`config.mk`:
```
export PLATFORM = sky130hd
export DESIGN_NAME = mux_arbiter
export DESIGN_NICKNAME = d
export VERILOG_FILES = /design/src/rtl/mux_arb_pkg.sv /design/src/rtl/rr_pick.sv /design/src/rtl/mux_arbiter.sv
export SDC_FILE = /design/constraint.sdc
export NUM_CORES = 1
export LEC_CHECK = 0
export CORE_MARGIN = 5
export CORE_UTILIZATION = 30
export DETAILED_ROUTE_END_ITERATION = 8
export PLACE_DENSITY = 0.91
export SYNTH_ARGS = -nofsm -noshare
export SYNTH_HDL_FRONTEND = slang
export SYNTH_SLANG_ARGS = --single-unit
```
`constraint.sdc`:
```
create_clock -name Clk -period 4.8 [get_ports Clk]
set_input_delay 0.72 -clock Clk [delete_from_list [all_inputs] [get_ports Clk]]
set_output_delay 0.72 -clock Clk [all_outputs]
set_load 0.02 [all_outputs]
```
`src/rtl/mux_arb_pkg.sv`:
```
// Shared types and defaults for the two-requester round-robin burst arbiter.
// State encoding, requester IDs (matching Selector polarity) and sizing helpers.
package mux_arb_pkg;

    typedef enum logic [1:0] {
        ARB_IDLE  = 2'b00,
        ARB_BURST = 2'b01
    } arb_state_t;

    typedef enum logic {
        REQ_B = 1'b0,
        REQ_A = 1'b1
    } req_id_t;

    localparam int unsigned LEN_W_DEF   = 3;
    localparam int unsigned TIMEOUT_DEF = 64;

    // Counter width able to hold 0..n-1, never narrower than one bit.
    function automatic int unsigned cnt_width(input int unsigned n);
        return (n <= 2) ? 1 : $clog2(n);
    endfunction

endpackage

```
`src/rtl/rr_pick.sv`:
```
// Combinational round-robin pick between requesters A and B.
// On a tie the requester that was not granted last wins.
module rr_pick
    import mux_arb_pkg::*;
(
    input  logic    ReqA,
    input  logic    ReqB,
    input  req_id_t LastGnt,
    output req_id_t Win,
    output logic    Any
);

    always_comb begin
        Any = ReqA | ReqB;
        if (ReqA && ReqB) begin
            Win = (LastGnt == REQ_A) ? REQ_B : REQ_A;
        end else if (ReqA) begin
            Win = REQ_A;
        end else begin
            Win = REQ_B;
        end
    end

endmodule

```
`src/rtl/mux_arbiter.sv`:
```
// Round-robin burst arbiter driving the select of a shared 2:1 data mux.
// Optional stall watchdog is enabled by defining MUX_ARB_TIMEOUT_EN.
module mux_arbiter
    import mux_arb_pkg::*;
#(
    parameter int unsigned WIDTH = 32,
    parameter int unsigned LEN_W = LEN_W_DEF
`ifdef MUX_ARB_TIMEOUT_EN
    ,
    parameter int unsigned TIMEOUT = TIMEOUT_DEF
`endif
)(
    input  logic             Clk,
    input  logic             Rst_n,
    input  logic             ReqA,
    input  logic             ReqB,
    input  logic [LEN_W-1:0] LenA,
    input  logic [LEN_W-1:0] LenB,
    input  logic [WIDTH-1:0] DataA,
    input  logic [WIDTH-1:0] DataB,
    input  logic             Ready,
    output logic             Selector,
    output logic [WIDTH-1:0] DataOut,
    output logic             Valid,
    output logic             GntA,
    output logic             GntB,
    output logic             BeatAckA,
    output logic             BeatAckB,
    output logic             DoneA,
    output logic             DoneB,
    output logic             Busy,
    output logic             TimeoutErr
);

    arb_state_t       state_reg, state_next;
    logic [LEN_W-1:0] beat_cnt_reg, beat_cnt_next;
    req_id_t          last_gnt_reg, last_gnt_next;
    req_id_t          selector_reg, selector_next;
    logic             gnt_a_reg, gnt_a_next;
    logic             gnt_b_reg, gnt_b_next;
    logic             valid_reg, valid_next;
    logic             done_a_reg, done_a_next;
    logic             done_b_reg, done_b_next;

`ifdef MUX_ARB_TIMEOUT_EN
    localparam int unsigned        STALL_W   = cnt_width(TIMEOUT);
    localparam logic [STALL_W-1:0] STALL_MAX = STALL_W'(TIMEOUT - 1);
    logic [STALL_W-1:0] stall_cnt_reg, stall_cnt_next;
    logic               timeout_err_reg, timeout_err_next;
`endif

    req_id_t          pick_win;
    logic             pick_any;
    logic             req_cur;
    logic [LEN_W-1:0] len_win;
    logic             release_burst;

    rr_pick u_rr_pick (
        .ReqA    (ReqA),
        .ReqB    (ReqB),
        .LastGnt (last_gnt_reg),
        .Win     (pick_win),
        .Any     (pick_any)
    );

    // Only the granted requester's Req/Len are ever looked at during a burst.
    assign req_cur = (selector_reg == REQ_A) ? ReqA : ReqB;
    assign len_win = (pick_win == REQ_A) ? LenA : LenB;

    always_ff @(posedge Clk or negedge Rst_n) begin
        if (!Rst_n) begin
            state_reg       <= ARB_IDLE;
            beat_cnt_reg    <= '0;
            last_gnt_reg    <= REQ_B;
            selector_reg    <= REQ_B;
            gnt_a_reg       <= 1'b0;
            gnt_b_reg       <= 1'b0;
            valid_reg       <= 1'b0;
            done_a_reg      <= 1'b0;
            done_b_reg      <= 1'b0;
`ifdef MUX_ARB_TIMEOUT_EN
            stall_cnt_reg   <= '0;
            timeout_err_reg <= 1'b0;
`endif
        end else begin
            state_reg       <= state_next;
            beat_cnt_reg    <= beat_cnt_next;
            last_gnt_reg    <= last_gnt_next;
            selector_reg    <= selector_next;
            gnt_a_reg       <= gnt_a_next;
            gnt_b_reg       <= gnt_b_next;
            valid_reg       <= valid_next;
            done_a_reg      <= done_a_next;
            done_b_reg      <= done_b_next;
`ifdef MUX_ARB_TIMEOUT_EN
            stall_cnt_reg   <= stall_cnt_next;
            timeout_err_reg <= timeout_err_next;
`endif
        end
    end

    always_comb begin
        state_next       = state_reg;
        beat_cnt_next    = beat_cnt_reg;
        last_gnt_next    = last_gnt_reg;
        selector_next    = selector_reg;
        gnt_a_next       = gnt_a_reg;
        gnt_b_next       = gnt_b_reg;
        valid_next       = valid_reg;
        done_a_next      = 1'b0;
        done_b_next      = 1'b0;
        release_burst    = 1'b0;
`ifdef MUX_ARB_TIMEOUT_EN
        timeout_err_next = 1'b0;
`endif

        unique case (state_reg)
            ARB_IDLE: begin
                if (pick_any) begin
                    state_next    = ARB_BURST;
                    beat_cnt_next = len_win;
                    selector_next = pick_win;
                    gnt_a_next    = (pick_win == REQ_A);
                    gnt_b_next    = (pick_win == REQ_B);
                    valid_next    = 1'b1;
                end
            end
            ARB_BURST: begin
                // Abort wins over a beat accepted on the same edge.
                if (!req_cur) begin
                    release_burst = 1'b1;
                end else if (Ready) begin
                    if (beat_cnt_reg == '0) begin
                        release_burst = 1'b1;
                        done_a_next   = (selector_reg == REQ_A);
                        done_b_next   = (selector_reg == REQ_B);
                    end else begin
                        beat_cnt_next = beat_cnt_reg - LEN_W'(1);
                    end
                end
`ifdef MUX_ARB_TIMEOUT_EN
                else if (stall_cnt_reg == STALL_MAX) begin
                    release_burst    = 1'b1;
                    timeout_err_next = 1'b1;
                end
`endif
            end
            default: begin
                state_next = ARB_IDLE;
            end
        endcase

        // Selector is deliberately left alone on release.
        if (release_burst) begin
            state_next    = ARB_IDLE;
            gnt_a_next    = 1'b0;
            gnt_b_next    = 1'b0;
            valid_next    = 1'b0;
            last_gnt_next = selector_reg;
        end

`ifdef MUX_ARB_TIMEOUT_EN
        if ((state_reg == ARB_BURST) && (state_next == ARB_BURST) && !Ready) begin
            stall_cnt_next = stall_cnt_reg + STALL_W'(1);
        end else begin
            stall_cnt_next = '0;
        end
`endif
    end

    always_comb begin
        Selector = (selector_reg == REQ_A);
        DataOut  = Selector ? DataA : DataB;
        Valid    = valid_reg;
        GntA     = gnt_a_reg;
        GntB     = gnt_b_reg;
        BeatAckA = gnt_a_reg & Ready;
        BeatAckB = gnt_b_reg & Ready;
        DoneA    = done_a_reg;
        DoneB    = done_b_reg;
        Busy     = (state_reg == ARB_BURST);
`ifdef MUX_ARB_TIMEOUT_EN
        TimeoutErr = timeout_err_reg;
`else
        TimeoutErr = 1'b0;
`endif
    end

endmodule

```
==> flow_results.org <==
** Run status
- The flow ran to the end, and the final reports show no timing, DRC or antenna violations.

** GRT
- First-pass GRT wire length :: 6.73 mm
- Number of global-route vias before repair :: 1380
- Entering global routing, the biggest net connects 38 pins.
- Number of antenna violations at the first check in global routing :: 0
- GRT Util Overall :: 0.172
- Summed over all layers, the global routing overflow is 0.

** Final layout
- In the final layout, the share of cells above drive strength 1 is 0.204.
- Final net count :: 294
- Excluding fillers, the count of instances in the completed layout stands at 262.
- The finished cells cover 2250 sq um.
- Relative to the synthesized area, the layout overhead comes to 113%.
- Flip-flop count of the largest register after layout :: 3
- ANT cells :: 0

** Place
- I/O Buffers :: 115
- At the end of routability-driven placement, the weighted congestion stood at 0.831.
- Number of placed instances with taps included :: 258
- Once placement finished, the instance area stood at 2220 sq um.
- Detailed placement finished with a half-perimeter wire length of 3.67 mm.

** Yosys
- Yosys warning total :: 0
- Among all cell types in the netlist, the one instantiated most often is sky130_fd_sc_hd__mux2_2.
- Yosys mapped a number of flops with a built-in enable equal to 0.
- Synth Flop Type :: sky130_fd_sc_hd__dfrtp_1
- Cell type contributing the most total cell area after synthesis :: sky130_fd_sc_hd__mux2_2
- Sequential share of the synthesized area :: 0.261
- Area of the mapped netlist :: 1050 sq um
- Synthesized net count :: 181
- Cell types occupying the most area after synthesis :: sky130_fd_sc_hd__mux2_2, sky130_fd_sc_hd__dfrtp_1, sky130_fd_sc_hd__nand2b_1, sky130_fd_sc_hd__ha_1, sky130_fd_sc_hd__inv_1
- Commonest cells in the netlist :: sky130_fd_sc_hd__mux2_2, sky130_fd_sc_hd__dfrtp_1, sky130_fd_sc_hd__inv_1
- Synthesized area divided by synthesized cell count :: 10.1 sq um
- Synthesis-stage register bit count :: 11
- Of all flip-flops after synthesis, the portion carrying an async set or reset was 1.00.
- Area share of the largest cell type after synthesis :: 0.352
- Cell count after synthesis :: 104
- Number of distinct library cells after synthesis :: 36

** Detailed routing
- Post-route DRC violation count :: 0
- After detailed routing, the number of vias per cell comes to 4.74.
- Detailed routing inserted a total of 1243 vias.
- Met1 routed wirelength after detailed routing :: 1.64 mm
- DRT Wirelength :: 4.30 mm
- Uppermost routed layer :: met4
- Count of TritonRoute iterations in the first routing pass :: 4
- Met3 Routed Length :: 310 um
- Final routed wire length divided by cell count :: 16.4 um
- For this block, the initial DRC count from the detailed router was 21.
- The detail route stage leaves a number of antenna-violating nets equal to 0.
- In the detailed route, the total length drawn on met2 is 2.34 mm.

** Floorplanning
- Height of the chip :: 69.3 um
- The floorplan step defined a die boundary enclosing 4800 sq um.
- Measured along the x axis, the die boundary spans 69.3 um.
- Starting density of the core :: 0.314
- 117 I/O pins were placed.
- After floorplanning, the core was divided into 21 placement rows.
- Total core area :: 3360 sq um

** Job
- Max-Cap Viols :: 0

** Critical path
- STA classifies the critical path startpoint as a register.
- The number of buffers and inverters on the critical path is 2.
- CP delay by family, top :: buffers and inverters
- Highest-delay cell along the critical path :: sky130_fd_sc_hd__clkdlybuf4s50_1
- The worst setup path is of the register to output pin kind.
- On the worst path, the slowest cell contributes a delay of 0.56 ns.
- At the worst endpoint, the required time is 4.08 ns.
- STA classifies the critical path endpoint as an output pin.
- At the worst endpoint, the arrival time is 2.11 ns.
- Cells traversed along the worst timing path :: buf_4, mux2_2, clkdlybuf4s50_1
- In this run the worst path has a maximum fanout of 37.

** Timing
- Ratio of final minimum period to clock period :: 0.589
- Maximum achievable frequency :: 353 MHz
- Final count of hold timing violations :: 0
- Time the worst path needs with I/O delays and setup :: 2.83 ns
- Final sum of negative setup slack :: 0 ns
- The worst pin sits at a relative slew slack of 0.642.
- Max Slew Vio Count :: 0
- Setup repair after global routing left no endpoint under its margin.
- Largest clock skew in the final design :: 0.00478 ns
- At the pin with the least slew margin, the transition time is 0.536 ns.
- Number of setup violations in the final report :: 0

** CTS
- TritonCTS built the clock tree.
- At the later pin of the worst-skew pair, clock insertion delay measures 0.28 ns.
- TritonCTS buffer count :: 3
- Largest buffer count on any clock path :: 2
- Number of post-CTS setup repair buffers :: 0
- Number of hold-repair buffers added at the cts stage :: 0
- Count of instances resized after the clock tree is built :: 0
- Clk pin slew, worst setup/hold paths :: 0.07 ns
- H-tree depth reported by CTS :: 1
- Clock tree synthesis selected as its root buffer the cell sky130_fd_sc_hd__clkbuf_4.
- The clock net in this run drives a total of 11 sinks.

** Pwr
- P_leak :: 0.884 nW
- The worst-case IR drop observed on VDD is 284 uV.
- Power density normalized to cell area :: 454 nW/um^2

** Min path
- In this run the worst hold path is classified as register to register.
## layout make-up
class | instances | area [sq um]
clock buffer | 4 | 26.3
fill | 305 | 1120
inverter | 6 | 22.5
multi-input combinational | 79 | 707
sequential | 11 | 275
tap | 46 | 57.6
timing repair buffer | 116 | 1160
## path summary, 6_finish.rpt
path,start,endpoint,slack (ns),depth (start not counted)
max,Selector$_DFFE_PN0P_,DataOut[27],1.97,3
min,last_gnt_reg$_DFFE_PN0P_,last_gnt_reg$_DFFE_PN0P_,0.57,1
max reg2reg,Selector$_DFFE_PN0P_,last_gnt_reg$_DFFE_PN0P_,2.93,5
min reg2reg,last_gnt_reg$_DFFE_PN0P_,last_gnt_reg$_DFFE_PN0P_,0.57,1
max in group asynchronous,Rst_n,beat_cnt_reg[0]$_DFFE_PN0P_,3.65,1
min in group asynchronous,Rst_n,GntB$_DFFE_PN0P_,0.79,1
## per-stage QoR
step / utilization / total power, mW / setup slack, ns / hold slack (ns)
final: 0.668 / 1.02 / 1.97 / 0.570
after global routing: 0.668 / 1.08 / 1.87 / 0.587
after CTS: 0.668 / 1.03 / 1.95 / 0.573
after detailed placement: 0.660 / 0.961 / 1.98 / 0.557
after global placement: 0.660 / 0.948 / 2.00 / 0.535
after floorplan: - / 0.640 / 2.82 / 0.424
## logic make-up after synthesis
kind of cell	synth area share
AOI/OAI and AO/OA	0.192
and+or+nand+nor	0.0985
DFF	0.261
other	0.00356
buffers and inverters	0.0688
muxes	0.352
adders and majority gates	0.0237
## cell usage in the layout, fill, tap and decap left out, types with 2 or more instances in the layout
cell and n:
sky130_fd_sc_hd__a21o_1 2, sky130_fd_sc_hd__a21oi_1 4, sky130_fd_sc_hd__and2_1 2, sky130_fd_sc_hd__clkbuf_4 3, sky130_fd_sc_hd__clkdlybuf4s50_1 115, sky130_fd_sc_hd__dfrtp_1 11, sky130_fd_sc_hd__ha_1 2, sky130_fd_sc_hd__inv_1 6
sky130_fd_sc_hd__mux2_2 33, sky130_fd_sc_hd__nand2_1 3, sky130_fd_sc_hd__nand2b_1 5, sky130_fd_sc_hd__nand3_1 2, sky130_fd_sc_hd__nor2_1 4, sky130_fd_sc_hd__o21ai_0 2
## report_power, final
part	switching [mW]	leakage, nW	total [mW]	internal [mW]
Sequential	0.0482	0.135	0.180	0.132
Clock	0.0330	0.0150	0.0653	0.0323
Combinational	0.358	0.734	0.775	0.418
Total	0.439	0.884	1.02	0.581
## layer usage
| metal | global-route usage | vias up |
|---|---|---|
| met1 | 0.178 | 584 |
| met3 | 0.0536 | 2 |
| li1 | - | 603 |
| met5 | 0 | - |
| met4 | 0.0195 | 0 |
| met2 | 0.341 | 54 |
(Power assumes the default switching activity.)
